### config.mk
export PLATFORM = sky130hd
export DESIGN_NAME = rd_drain
export DESIGN_NICKNAME = d
export VERILOG_FILES = /design/src/rtl/rd_drain_pkg.sv /design/src/rtl/drain_buf.sv /design/src/rtl/rd_drain.sv
export SDC_FILE = /design/constraint.sdc
export NUM_CORES = 1
export LEC_CHECK = 0
export CAP_MARGIN = 10
export CELL_PAD_IN_SITES_DETAIL_PLACEMENT = 1
export CELL_PAD_IN_SITES_GLOBAL_PLACEMENT = 1
export CORE_MARGIN = 2
export CORE_UTILIZATION = 37
export DETAILED_ROUTE_END_ITERATION = 8
export PLACE_DENSITY_LB_ADDON = 0.1
export REMOVE_ABC_BUFFERS = 1
export SLEW_MARGIN = 5
export SYNTH_ARGS = -nofsm -noshare
export SYNTH_HDL_FRONTEND = slang
export SYNTH_SLANG_ARGS = --single-unit
export TNS_END_PERCENT = 1
### constraint.sdc
create_clock -name rclk -period 2.4 [get_ports rclk]
set_input_delay 0.24 -clock rclk [delete_from_list [all_inputs] [get_ports rclk]]
set_output_delay 0.24 -clock rclk [all_outputs]
set_load 0.01 [all_outputs]
### src/rtl/rd_drain_pkg.sv
// Shared types, defaults and pointer helper for the read-side drain stage.
package rd_drain_pkg;

  localparam int unsigned DRAIN_DEPTH_DEFAULT = 2;
  localparam int unsigned DRAIN_DEPTH_MAX     = 4;
  localparam int unsigned DRAIN_PTR_W         = 2;

  typedef logic [2:0]             drain_cnt_t;
  typedef logic [DRAIN_PTR_W-1:0] drain_ptr_t;

  // Modulo-depth pointer increment; wraps from depth-1 back to 0.
  function automatic drain_ptr_t ptr_inc(input drain_ptr_t ptr, input int unsigned depth);
    if (32'(ptr) == depth - 32'd1) begin
      return '0;
    end
    return ptr + drain_ptr_t'(1);
  endfunction

endpackage

### src/rtl/drain_buf.sv
// DEPTH-entry register buffer with write/read pointers; read data is the head entry.
module drain_buf
  import rd_drain_pkg::*;
#(
  parameter int unsigned DATA_W = 8,
  parameter int unsigned DEPTH  = DRAIN_DEPTH_DEFAULT
) (
  input  logic              rclk,
  input  logic              reset,
  input  logic              we,
  input  logic [DATA_W-1:0] wd,
  input  logic              re,
  output logic [DATA_W-1:0] rd
);

  // Storage is sized for the largest legal depth so the pointer indexes it exactly.
  logic [DATA_W-1:0] mem [DRAIN_DEPTH_MAX];
  drain_ptr_t        wptr;
  drain_ptr_t        rptr;

  always_ff @(posedge rclk) begin
    if (reset) begin
      wptr <= '0;
      rptr <= '0;
      mem  <= '{default: '0};
    end else begin
      if (we) begin
        mem[wptr] <= wd;
        wptr      <= ptr_inc(wptr, DEPTH);
      end
      if (re) begin
        rptr <= ptr_inc(rptr, DEPTH);
      end
    end
  end

  assign rd = mem[rptr];

endmodule

### src/rtl/rd_drain.sv
// Read-side drain: pops the async FIFO under credit control and streams words out via drain_buf.
module rd_drain
  import rd_drain_pkg::*;
#(
  parameter int unsigned DATA_W = 8,
  parameter int unsigned DEPTH  = DRAIN_DEPTH_DEFAULT
) (
  input  logic              rclk,
  input  logic              reset,
  input  logic              empty,
  output logic              pop,
  input  logic [DATA_W-1:0] rdata,
  output logic              out_valid,
  input  logic              out_ready,
  output logic [DATA_W-1:0] out_data,
  output logic [15:0]       drained
);

  localparam drain_cnt_t DEPTH_C = drain_cnt_t'(DEPTH);

  drain_cnt_t cnt;
  drain_cnt_t level;
  logic       inflight;
  logic       deq;

  assign out_valid = (cnt != '0);
  assign deq       = out_valid & out_ready;

  // Occupancy after this edge counting the in-flight word; deq implies cnt >= 1, so no underflow.
  assign level = cnt + drain_cnt_t'(inflight) - drain_cnt_t'(deq);
  assign pop   = !reset && !empty && (level < DEPTH_C);

  always_ff @(posedge rclk) begin
    if (reset) begin
      cnt      <= '0;
      inflight <= 1'b0;
      drained  <= '0;
    end else begin
      cnt      <= level;
      inflight <= pop;
      if (deq) begin
        drained <= drained + 16'd1;
      end
    end
  end

  drain_buf #(
    .DATA_W (DATA_W),
    .DEPTH  (DEPTH)
  ) u_buf (
    .rclk  (rclk),
    .reset (reset),
    .we    (inflight),
    .wd    (rdata),
    .re    (deq),
    .rd    (out_data)
  );

  // Every popped word must already own a buffer slot.
  a_credit: assert property (@(posedge rclk) disable iff (reset)
    (32'(cnt) + 32'(inflight)) <= DEPTH);

  a_hold: assert property (@(posedge rclk) disable iff (reset)
    (out_valid && !out_ready) |=> (out_valid && $stable(out_data)));

endmodule
==> results of run 1 <==
-- cells in the final DEF, fill, tap and decap left out, types with 2 or more instances in the layout --
cell              n
mux2i_1          24
o31ai_1           5
or4_1             5
o21ai_0           2
or3_1             3
buf_4            12
mux4_2            8
xnor2_1           5
buf_2             2
xor2_1            5
clkdlybuf4s50_1  35
nand3_1           7
nand2_1          25
ha_4              2
clkbuf_8          7
a21oi_1          17
nor2b_1           2
nor4b_2           2
xnor2_2           2
and3_1            2
inv_1             2
inv_2             2
nor2_1           36
dfxtp_2           2
dfxtp_1          54
-- through the flow --
step | utilization (%) | hold WS (ps)
floorplan | - | 306.7
global placement | 45.56 | 443.5
detailed placement | 45.56 | 447.0
CTS | 48.43 | 461.7
global route | 48.79 | 479.7
finish | 48.79 | 460.5
-- repair_timing --
| item | CTS | global route |
|---|---|---|
| endpoints found under the setup margin | 2 | 2 |
| resized for setup | 17 | 2 |
| setup buffers | 0 | 2 |
| pin swaps | 6 | 6 |
-- report_power, final --
| part | leakage [nW] | internal [mW] | switching (mW) | total [mW] |
|---|---|---|---|---|
| clock | 0.0645 | 0.369 | 0.304 | 0.672 |
| combinational | 0.671 | 0.540 | 0.388 | 0.929 |
| sequential | 0.453 | 1.02 | 0.0980 | 1.12 |
| total | 1.19 | 1.93 | 0.790 | 2.72 |
-- worst max-delay path, stage by stage (launching register included) --
cell	delay (ps)
dfxtp_2	350
o31ai_4	270
clkinv_2	120
ha_4	220
inv_2	60
ha_4	120
inv_2	30
fa_2	340
xnor2_2	150
xnor2_2	150
nor4b_2	290
buf_2	170
-- area by class of cell --
type | instances | share of cell area (%)
timing repair buffer | 49 | 14.62
inverter | 5 | 0.6499
clock buffer | 7 | 3.128
multi-input combinational | 167 | 41.02
clock inverter | 1 | 0.9748
sequential | 56 | 36.47
tap | 77 | 3.128
-- cell families (layout without fill, tap and decap cells) --
| family | Yosys count | in the layout | synth area share, % |
|---|---|---|---|
| simple gates | 94 | 94 | 19.66 |
| flops | 56 | 56 | 46.72 |
| mux | 32 | 32 | 17.52 |
| compound gates | 25 | 25 | 6.048 |
| buf+inv | 18 | 62 | 3.284 |
| xor+xnor | 12 | 12 | 4.380 |
| fa+ha+maj | 4 | 4 | 2.399 |
-- flip-flops by register name (all words and copies together) (netlist names) --
| name | cells |
|---|---|
| u_buf.mem | 32 |
| drained | 16 |
| cnt | 3 |
| u_buf.rptr | 2 |
| u_buf.wptr | 2 |
| inflight | 1 |
-- how the worst max path moves through the flow --
| stage | to | slack, ps |
|---|---|---|
| floorplan | pop | -380 |
| global placement | pop | -740 |
| detailed placement | pop | -820 |
| CTS | pop | -460 |
| global route | pop | -560 |
| finish | pop | -430 |
-- routing by layer --
metal,up-vias,routed length (um),global-route usage [%]
li1,917,-,-
met1,873,2601,20.98
met2,29,2724,26.70
met3,5,185,3.147
met4,0,40,6.061
met5,-,0,0
==> results.md, run 1 <==
- Detailed Route Iter0 Violations: 55
- GRT Total Usage: 16.15%
- Status: finished with violations
- Drt first pass iters: 3
- Die width: 84.54 um
- Synth Area per Inst: 9.958 sq um
- Synth Warn #: 0
- Setup TNS: -439.7 ps
- GR Overflow Total: 0
- Worst r2r src: cnt[0]
- Max Clk Rate: 353.0 MHz
- Yosys reg bits: 56
- Worst slack, placed: -821.9 ps
- Ys flop type: dfxtp_1
- Synth Cell Area: 2400 sq um
- Initial antenna violation count: 0
- Worst setup path start: cnt[0]
- Initial Util: 38.01%
- Placed cell count: 352
- Final hold violation count: 0
- Crit path max fanout: 2
- First-pass GRT wire length: 9190 um
- Final Net Count: 300
- Number of distinct library cells after synthesis: 36
- Setup slack after layout: -433.2 ps
- Max Root-Sink Buffers: 2
- Routed via count: 1,824
- Clk_lat worst skew: 310 ps
- Die area: 7146 sq um
- Failing checks: negative setup slack
- Fin cells: 362
- Endpoint type of the worst setup path: output port
- Unrepaired setup endpoints after global routing: true
- Max VDD drop: 0.0004184 V
- Fin Clk Skew: 10.37 ps
- Hold Buf Count CTS: 0
- Num rows: 29
- Worst hold start: u_buf.mem[23]
- Ant diodes: 0
- CP required: 2160 ps
- Root buffer cell: clkbuf_8
- Routability Congestion: 0.7249
- CTS tree: yes
- Register area share after synthesis: 46.72%
- Hold Path End: u_buf.mem[23]
- Post-route DRC: 0
- Core footprint: 6314 sq um
- Max-cap violation count: 0
- Total power: 2.717 mW
- I/O pins: 38
- Static leakage: 1.189 nW
- CTS Buf Count: 5
- Top cells by area in the synthesized netlist: dfxtp_1 (47%), mux2i_1 (10%), mux4_2 (7.5%)
- Fin area: 3080 sq um
- Cell area power density: 882.2 nW/um^2
- Worst Hold Depth: 2
- Critical Path AT: 2590 ps
- Type of the most critical hold path: flop to flop
- Register Area: 1124 sq um
- Antenna-violating nets left: 0
- R2R depth: 12
- Post-detail-place hpwl: 3725 um
- Number of flops mapped to enable cells by yosys: 0
- Drt wl/cell: 15.34 um
- # clock sinks: 56
- Commonest cells in the netlist: dfxtp_1 (56), nor2_1 (36), nand2_1 (25)
- Filler cells: 709
- Slew Limit Fails: 0
- Via/cell ratio: 5.039
- Most numerous cell in the Yosys netlist: dfxtp_1
- Reg clk slew, reported paths: 100 ps
- Die H: 84.54 um
- Pin count of the biggest net entering global routing: 57
- Top cell type by total area after synthesis: dfxtp_1
- Area of the multi-input gates: 1264 sq um
- Final setup viols: 2
- Flop2flop setup slack: -10 ps
- Placed instance area: 2877 sq um
- Min Tclk post-route: 2833 ps
- Period utilisation layout: 118.0%
- Htree depth: 2
- Post-synth top area share: 46.72%
- Least-Margin Pin Slew: 627.7 ps
- Async S/R FF share, synth: 0%
- Crit path kind: flop to output port
- Number of global-route vias before repair: 1,844
- Crit start category: flop
- Area Overhead vs Synth: 28.36%
- # port buffers: 37
- Worst slew margin: 58.04%
- WL final: 5552 um
- Share of cells above drive strength 1: 16.84%
- Mapped Cells: 241
- R2R Path End: inflight
(Power assumes the default switching activity.)
==> run 2, diff against run 1 <==
--- a/config.mk
+++ b/config.mk
@@ -9,7 +9,7 @@
 export CELL_PAD_IN_SITES_DETAIL_PLACEMENT = 1
 export CELL_PAD_IN_SITES_GLOBAL_PLACEMENT = 1
 export CORE_MARGIN = 2
-export CORE_UTILIZATION = 37
+export CORE_UTILIZATION = 39
 export DETAILED_ROUTE_END_ITERATION = 8
 export PLACE_DENSITY_LB_ADDON = 0.1
 export REMOVE_ABC_BUFFERS = 1
==> constraint.sdc (replaced) <==
create_clock -name rclk -period 3.3 [get_ports rclk]
set_input_delay 0.33 -clock rclk [delete_from_list [all_inputs] [get_ports rclk]]
set_output_delay 0.33 -clock rclk [all_outputs]
set_load 0.01 [all_outputs]
==> run 2 against run 1 <==
Against the previous run: wire length down 3.8%; clock skew about the same; cell area down 4.9%; largest cell class unchanged; largest power group unchanged; critical path depth unchanged; sequential power down 27%; register-to-register slack better by 890 ps; the flow now finishes without violations; clock power down 42%; hold slack better by 3.0 ps; worst setup slack better by 610 ps.
==> results.md, run 2 (synthesis results as in run 1) <==
- Hold Path End: u_buf.mem[21]
- I/O pins: 38
- Crit start category: flop
- Ant diodes: 0
- Worst slew margin: 55.83%
- First-pass GRT wire length: 8880 um
- Largest registers: u_buf.mem: 32 flops, drained: 16 flops, cnt: 3 flops
- Fin Clk Skew: 10.61 ps
- Routed via count: 1,827
- Cell area power density: 587.0 nW/um^2
- # port buffers: 37
- Static leakage: 1.119 nW
- Most frequent cells in the layout: dfxtp_1 (55), nor2_1 (36), clkdlybuf4s50_1 (35)
- Placed instance area: 2829 sq um
- R2R Path End: inflight
- Min Tclk post-route: 3122 ps
- Drt first pass iters: 4
- Reg clk slew, reported paths: 100 ps
- Total power: 1.720 mW
- Endpoint type of the worst setup path: output port
- Slowest stage delay, CP: 400 ps
- Die H: 82.45 um
- Filler cells: 681
- Least-Margin Pin Slew: 660.5 ps
- Max Clk Rate: 320.3 MHz
- Most common cell after layout, fill and taps aside: dfxtp_1
- Crit path kind: flop to output port
- Initial antenna violation count: 0
- Number of global-route vias before repair: 1,840
- Post-route DRC: 0
- Worst hold start: u_buf.mem[21]
- Critical-path cell list: o31ai_2 > clkinv_1 > ha_1 > inv_1 > ha_1 > inv_1 > fa_1 > xnor2_2 > xnor2_1 > nor4b_1 > dlygate4sd2_1
- Post-CTS Setup Repair Bufs: 0
- Crit path max fanout: 3
- Clk_lat worst skew: 300 ps
- Slew Limit Fails: 0
- Critical Path AT: 2790 ps
- Worst Hold Depth: 2
- CP Buf/Inv Count: 4
- Max Root-Sink Buffers: 2
- Routability Congestion: 0.6842
- Die area: 6797 sq um
- Area Overhead vs Synth: 22.11%
- Final Net Count: 292
- Post-detail-place hpwl: 3654 um
- Die width: 82.45 um
- Root buffer cell: clkbuf_8
- Core Util, Final: 49.49%
- CP max stage cell: fa_1
- Final setup viols: 0
- CP required: 2970 ps
- Pin count of the biggest net entering global routing: 57
- Top reg by flops: u_buf.mem
- Detailed Route Iter0 Violations: 78
- Final hold violation count: 0
- GRT Total Usage: 17.46%
- Max-cap violation count: 0
- Num rows: 28
- CTS Buf Count: 5
- Fin area: 2930 sq um
- Flop2flop setup slack: 880 ps
- CTS tree: yes
- Antenna-violating nets left: 0
- Worst r2r src: cnt[0]
- Drt wl/cell: 15.17 um
- Delay-heaviest family, CP: adder cells
- Unrepaired setup endpoints after global routing: false
- Initial Util: 40.53%
- Via/cell ratio: 5.190
- Share of cells above drive strength 1: 10.11%
- Period utilisation layout: 94.60%
- Core footprint: 5921 sq um
- Max VDD drop: 0.0004595 V
- Status: finished, final reports clean
- R2R depth: 11
- GR Overflow Total: 0
- Type of the most critical hold path: flop to flop
- Htree depth: 2
- Max reg flops: 32
- # clock sinks: 56
- WL final: 5339 um
run 2: through the flow:
step                      instances  worst slack, ps  setup TNS, ps  hold slack (ps)
after global routing            352            6.691              0            499.9
after floorplan                 228            432.0              0            396.7
after CTS                       352            103.4              0            465.8
final                           352            178.2              0            463.5
after detailed placement        344           -79.94         -79.94            451.3
after global placement          344            2.624              0            440.1
run 2: final cells by class:
| cell class | instances | area [sq um] | share of cell area (%) |
|---|---|---|---|
| multi-input combinational | 167 | 1207 | 41.20 |
| sequential | 56 | 1122 | 38.30 |
| timing repair buffer | 41 | 394.1 | 13.45 |
| tap | 75 | 93.84 | 3.202 |
| clock buffer | 7 | 86.33 | 2.946 |
| inverter | 5 | 18.77 | 0.6405 |
| clock inverter | 1 | 7.507 | 0.2562 |
run 2: worst register-to-register path: stages (launching register included):
cell	delay, ps
dfxtp_1	340
o31ai_2	280
clkinv_1	130
ha_1	280
inv_1	60
ha_1	120
inv_1	40
fa_1	400
xnor2_2	160
xnor2_1	150
buf_4	140
nor4b_1	220
run 2: power breakdown:
| part | switching (mW) | internal (mW) | leakage [nW] |
|---|---|---|---|
| Sequential | 0.0794 | 0.740 | 0.453 |
| Combinational | 0.220 | 0.288 | 0.622 |
| Clock | 0.221 | 0.171 | 0.0445 |
| Total | 0.520 | 1.20 | 1.12 |
run 2: worst max path at each step:
stage | from | end | slack (ps) | depth (start not counted)
floorplan | cnt[1] | pop | 430 | 10
global placement | out_ready | pop | 3 | 12
detailed placement | out_ready | pop | -80 | 12
CTS | cnt[1] | pop | 100 | 11
global route | cnt[0] | pop | 7 | 11
finish | cnt[0] | pop | 180 | 11
run 2: layer usage:
metal  vias to the layer above  global-route usage, %  routed length [um]  share of wire (%)
met5                         -                      0                   0                  0
met3                         5                  4.130                 169                3.2
met1                       890                  23.26                2588                 48
met4                         0                  5.000                  49               0.92
met2                        23                  28.23                2532                 47
li1                        909                      -                   -                  -
run 2: timing repair:
action / in CTS / in global routing
endpoints found under the setup margin: 1 / 1
resized for setup: 1 / 2
hold buffers: 0 / 0
==> run 3, diff against run 2 <==
--- a/config.mk
+++ b/config.mk
@@ -8,7 +8,7 @@
 export CAP_MARGIN = 10
 export CELL_PAD_IN_SITES_DETAIL_PLACEMENT = 1
 export CELL_PAD_IN_SITES_GLOBAL_PLACEMENT = 1
-export CORE_MARGIN = 2
+export CORE_MARGIN = 4
 export CORE_UTILIZATION = 39
 export DETAILED_ROUTE_END_ITERATION = 8
 export PLACE_DENSITY_LB_ADDON = 0.1
==> run 3 against run 2 <==
Against the previous run: cell area up 0.13%; worst setup slack better by 32 ps; clock-buffer cell count down 2; via count down 0.66%; non-clock buffer count unchanged; global-route usage down 2.1 points; first-iteration DRC count up 31%; hold slack about the same; clock power up 9.9%; register-to-register slack worse by 20 ps; critical endpoint unchanged; highest routed layer unchanged.
==> results.md, run 3 (synthesis results as in run 1) <==
- First-pass GRT wire length: 9025 um
- Area Overhead vs Synth: 22.26%
- Placed instance area: 2829 sq um
- GR Overflow Total: 0
- Worst slew margin: 53.67%
- Max Root-Sink Buffers: 2
- Flop2flop setup slack: 860 ps
- Reg power frac: 46.6%
- Via/cell ratio: 5.186
- CP required: 2970 ps
- Fin cells: 350
- Max-cap violation count: 0
- Core footprint: 5956 sq um
- I/O pins: 38
- Fin area: 2934 sq um
- Post-detail-place hpwl: 3597 um
- Busiest grt layer: met2
- Final setup viols: 0
- Hold WS: 463.8 ps
- Delay-heaviest family, CP: adder cells
- Endpoint type of the worst setup path: output port
- CP max stage cell: dfxtp_1
- Met1 Usage GRT: 19.67%
- Initial antenna violation count: 0
- Crit path kind: flop to output port
- Worst hold start: u_buf.mem[20]
- Status: finished, final reports clean
- Drt first pass iters: 4
- # clock sinks: 56
- Detailed Route Iter0 Violations: 102
- P_sw: 511.2 uW
- Number of global-route vias before repair: 1,857
- Die width: 86.45 um
- Htree depth: 2
- Crit path max fanout: 4
- Period utilisation layout: 93.64%
- Critical-path cell list: o31ai_2 > clkinv_1 > ha_1 > inv_1 > ha_1 > inv_1 > fa_1 > xnor2_1 > xnor2_1 > nor4b_2 > clkdlybuf4s15_1
- Ant diodes: 0
- Routability Congestion: 0.6817
- Reg clk slew, reported paths: 90 ps
- Met2 usage: 25.59%
- Top reg by flops: u_buf.mem
- Sw Share: 29.20%
- Max reg flops: 32
- Max Clk Rate: 323.6 MHz
- Hold Buf Count CTS: 0
- Crit start category: flop
- Worst setup path start: cnt[1]
- Pin count of the biggest net entering global routing: 57
- Type of the most critical hold path: flop to flop
- Min Tclk post-route: 3090 ps
- Int Power: 1.240 mW
- CTS tree: yes
- Num rows: 28
- Die area: 7473 sq um
- Unrepaired setup endpoints after global routing: false
- Root buffer cell: clkbuf_8
- WL final: 5318 um
- Most frequent cells in the layout: dfxtp_1 (56), nor2_1 (36), clkdlybuf4s50_1 (35)
- Largest registers: u_buf.mem: 32 flops, drained: 16 flops, cnt: 3 flops
- Critical Path AT: 2760 ps
- Share of cells above drive strength 1: 9.455%
- Routed via count: 1,815
- GR met3 Demand/Resource: 3.802%
- Slew Limit Fails: 0
- Final Net Count: 292
- Most common cell after layout, fill and taps aside: dfxtp_1
- Cell area power density: 596.8 nW/um^2
- Placed cell count: 344
- Die H: 86.45 um
- Comb pwr share: 28.8%
- CTS Buf Count: 5
- Clock power frac: 24.6%
- Clk_lat worst skew: 310 ps
- Drt wl/cell: 15.19 um
- Final hold violation count: 0
- Worst r2r src: cnt[1]
- Static leakage: 1.119 nW
- Antenna-violating nets left: 0
- Max VDD drop: 0.0003767 V
- Least-Margin Pin Slew: 692.8 ps
- CP Buf/Inv Count: 4
- Fin Clk Skew: 10.25 ps
- Initial Util: 40.29%
- GRT Total Usage: 15.31%
- Slowest stage delay, CP: 370 ps
- Total power: 1.751 mW
- Post-route DRC: 0
- # port buffers: 37
run 3: per-layer routing:
metal  up-vias  share of wire, %
li1        903                 -
met1       879                49
met2        27                46
met3         6               3.6
met4         0               1.3
met5         -                 0
run 3: worst register-to-register path, cell delays in order, from the launching register on:
cell and delay, ps:
dfxtp_1 370, o31ai_2 270, clkinv_1 130, ha_1 280, inv_1 50, ha_1 120, inv_1 40, fa_1 370
xnor2_1 150, xnor2_1 160, buf_4 150, nor4b_1 240
run 3: worst paths after layout:
check        depth (start not counted)            end
min reg2reg                          2  u_buf.mem[20]
max                                 11            pop
max reg2reg                         11       inflight
min                                  2  u_buf.mem[20]
run 3: area by class of cell:
class,count,area (sq um)
Multi-Input combinational cell,167,1206
Clock inverter,1,30.03
Inverter,5,18.77
Sequential cell,56,1121
Fill cell,697,3022
Clock buffer,5,68.82
Timing Repair Buffer,41,395.4
Tap cell,75,93.84
run 3: power by group through the flow:
stage                     logic, mW  registers [mW]  clock network, mW
after floorplan               0.290           0.813                  0
after global placement        0.498           0.827                  0
after detailed placement      0.506           0.832                  0
after CTS                     0.506           0.817              0.443
after global routing          0.561           0.826              0.471
final                         0.504           0.816              0.431
run 3: per-stage QoR:
step,util (%),setup slack (ps),TNS [ps]
floorplan,-,432.0,0
global placement,47.50,0.7676,0
detailed placement,47.50,-121.6,-121.6
CTS,49.14,88.91,0
global route,49.26,14.59,0
finish,49.26,209.9,0
run 3: timing repair:
action / CTS / global route
resized for setup: 1 / 2
cloned: 0 / 0
buffers inserted: 0 / 0
setup endpoints to repair: 1 / 1
==> patch, RTL diff (flow settings as in run 3) <==
`DATA_W` is set to 8 in 2 places; all go to 10.
--- a/src/rtl/drain_buf.sv
+++ b/src/rtl/drain_buf.sv
@@ -4,3 +4,3 @@
 #(
-  parameter int unsigned DATA_W = 8,
+  parameter int unsigned DATA_W = 10,
   parameter int unsigned DEPTH  = DRAIN_DEPTH_DEFAULT
--- a/src/rtl/rd_drain.sv
+++ b/src/rtl/rd_drain.sv
@@ -4,3 +4,3 @@
 #(
-  parameter int unsigned DATA_W = 8,
+  parameter int unsigned DATA_W = 10,
   parameter int unsigned DEPTH  = DRAIN_DEPTH_DEFAULT
Interface: changed (resized out_data and rdata); port bits go from 38 to 42. No check against the original RTL was run, so the function may have changed too.
==> patch against run 3 <==
Maximum frequency grew 1.1%; combinational power about the same; sequential cell count is 8 higher; design area is 15% higher; total power increased by 19%; final cell count grew 16%; wire length up 21%; register-to-register slack better by 220 ps; worst setup slack improved by 35 ps; area after synthesis up 13%; highest routed layer unchanged.
==> patch: results (changes against run 3) <==
CTS
  – CTS Buf Count: 9 (+4)
  – Post-CTS setup buffer count: 0 (unchanged)
  – Latest clock arrival within the worst-skew pair: 330 ps (+20 ps)
  – H-tree Lvls: 3 (+1)

Route
  – Total Wirelength: 6430 um (+21%)
  – Vias: 2,164 (+19%)
  – Initial DRC count: 112 (+9.8%)

Run status
  – Status: complete, no violations

Final layout
  – Layout cell share with drive strength beyond 1: 11.0% (+1.6 points)

STA
  – Clk_skew: 7.87 ps (-2.38 ps)
  – Slew @ Worst Pin: 783 ps (+89.9 ps)
  – Hold Slack: 458 ps (-6.14 ps)
  – Max Fclk: 327 MHz (+1.1%)

Global routing
  – Total GRT Usage: 16.6% (+1.3 points)
  – Pin count of the biggest net entering global routing: 65 (+14%)
  – Global-route wire length before repair: 10,900 um (+21%)
  – Vias in the first global route: 2,127 (+15%)

Worst setup path
  – Max FO, Critical Path: 5 (+1)
  – FF-to-FF setup slack: 1080 ps (+220 ps)
  – Reg2reg path depth: 9 (-2)

Synth
  – Post-synth top cells: dfxtp_1, nand2_1, nor2_1
  – Synth top area cells: dfxtp_1, mux4_2, mux2i_1

Place
  – IO Port Bufs: 41 (+11%)
  – Detailed placer's ending HPWL: 4220 um (+17%)
  – Routability cong.: 0.713 (+4.6%)

Power
  – Sw Ratio: 29.5% (+0.29 points)
  – LEAKAGE: 0.00120 uW (+6.9%)
  – Peak supply drop: 0.000378 V (+0.30%)
-- patch: power groups by stage --
stage	clock network, uW	logic, uW	registers [uW]
2_1_floorplan	0	316	936
3_3_place_gp	0	502	958
3_5_place_dp	0	516	963
4_1_cts	644	518	951
5_1_grt	680	560	966
6_report	622	506	948
-- patch: layout make-up --
type	instances	area, um2
timing repair buffer	44	427
fill	773	3380
clock buffer	14	173
sequential	64	1280
multi-input combinational	197	1360
tap	80	100
clock inverter	2	12.5
inverter	6	22.5
-- patch: worst paths after layout --
path	end	from
max	pop	cnt[2]
min	u_buf.mem[24]	u_buf.mem[24]
max reg2reg	inflight	cnt[2]
min reg2reg	u_buf.mem[24]	u_buf.mem[24]
-- patch: kinds of logic after synthesis --
group                    synth area share [%]
AO/OA/AOI/OAI                            7.27
XOR/XNOR                                 4.54
adder cells (fa/ha/maj)                  2.13
buffers and inverters                    2.87
flip-flops                               47.4
multiplexers                             15.7
AND/OR/NAND/NOR                          20.0
-- patch: timing repair --
item / 4_1_cts / 5_1_grt
setup endpoints to repair: 1 / 0
gates resized for setup: 2 / 0
hold endpoints to repair: 0 / 0
-- patch: critical path, cell delays in order (launching register included) --
cell and delay [ps]:
dfxtp_1 360, o31ai_4 360, inv_2 60, ha_1 270
inv_1 60, ha_1 140, inv_1 50, fa_1 370
xnor2_1 170, nor4b_1 240, dlygate4sd2_1 300
-- patch: layer usage --
layer,global-route usage [%],part of all wire (%),vias up
met3,3.89,4.4,11
li1,-,-,1052
met1,21.3,45,1055
met4,6.41,1.8,0
met5,0,0,-
met2,27.1,49,46
-- patch: metrics by stage --
stage                     area [um2]  cells  util, %
after floorplan                 2650    267        -
after global placement          3180    391     47.1
after detailed placement        3180    391     47.1
after CTS                       3370    407     49.9
after global routing            3370    407     49.9
final                           3370    407     49.9
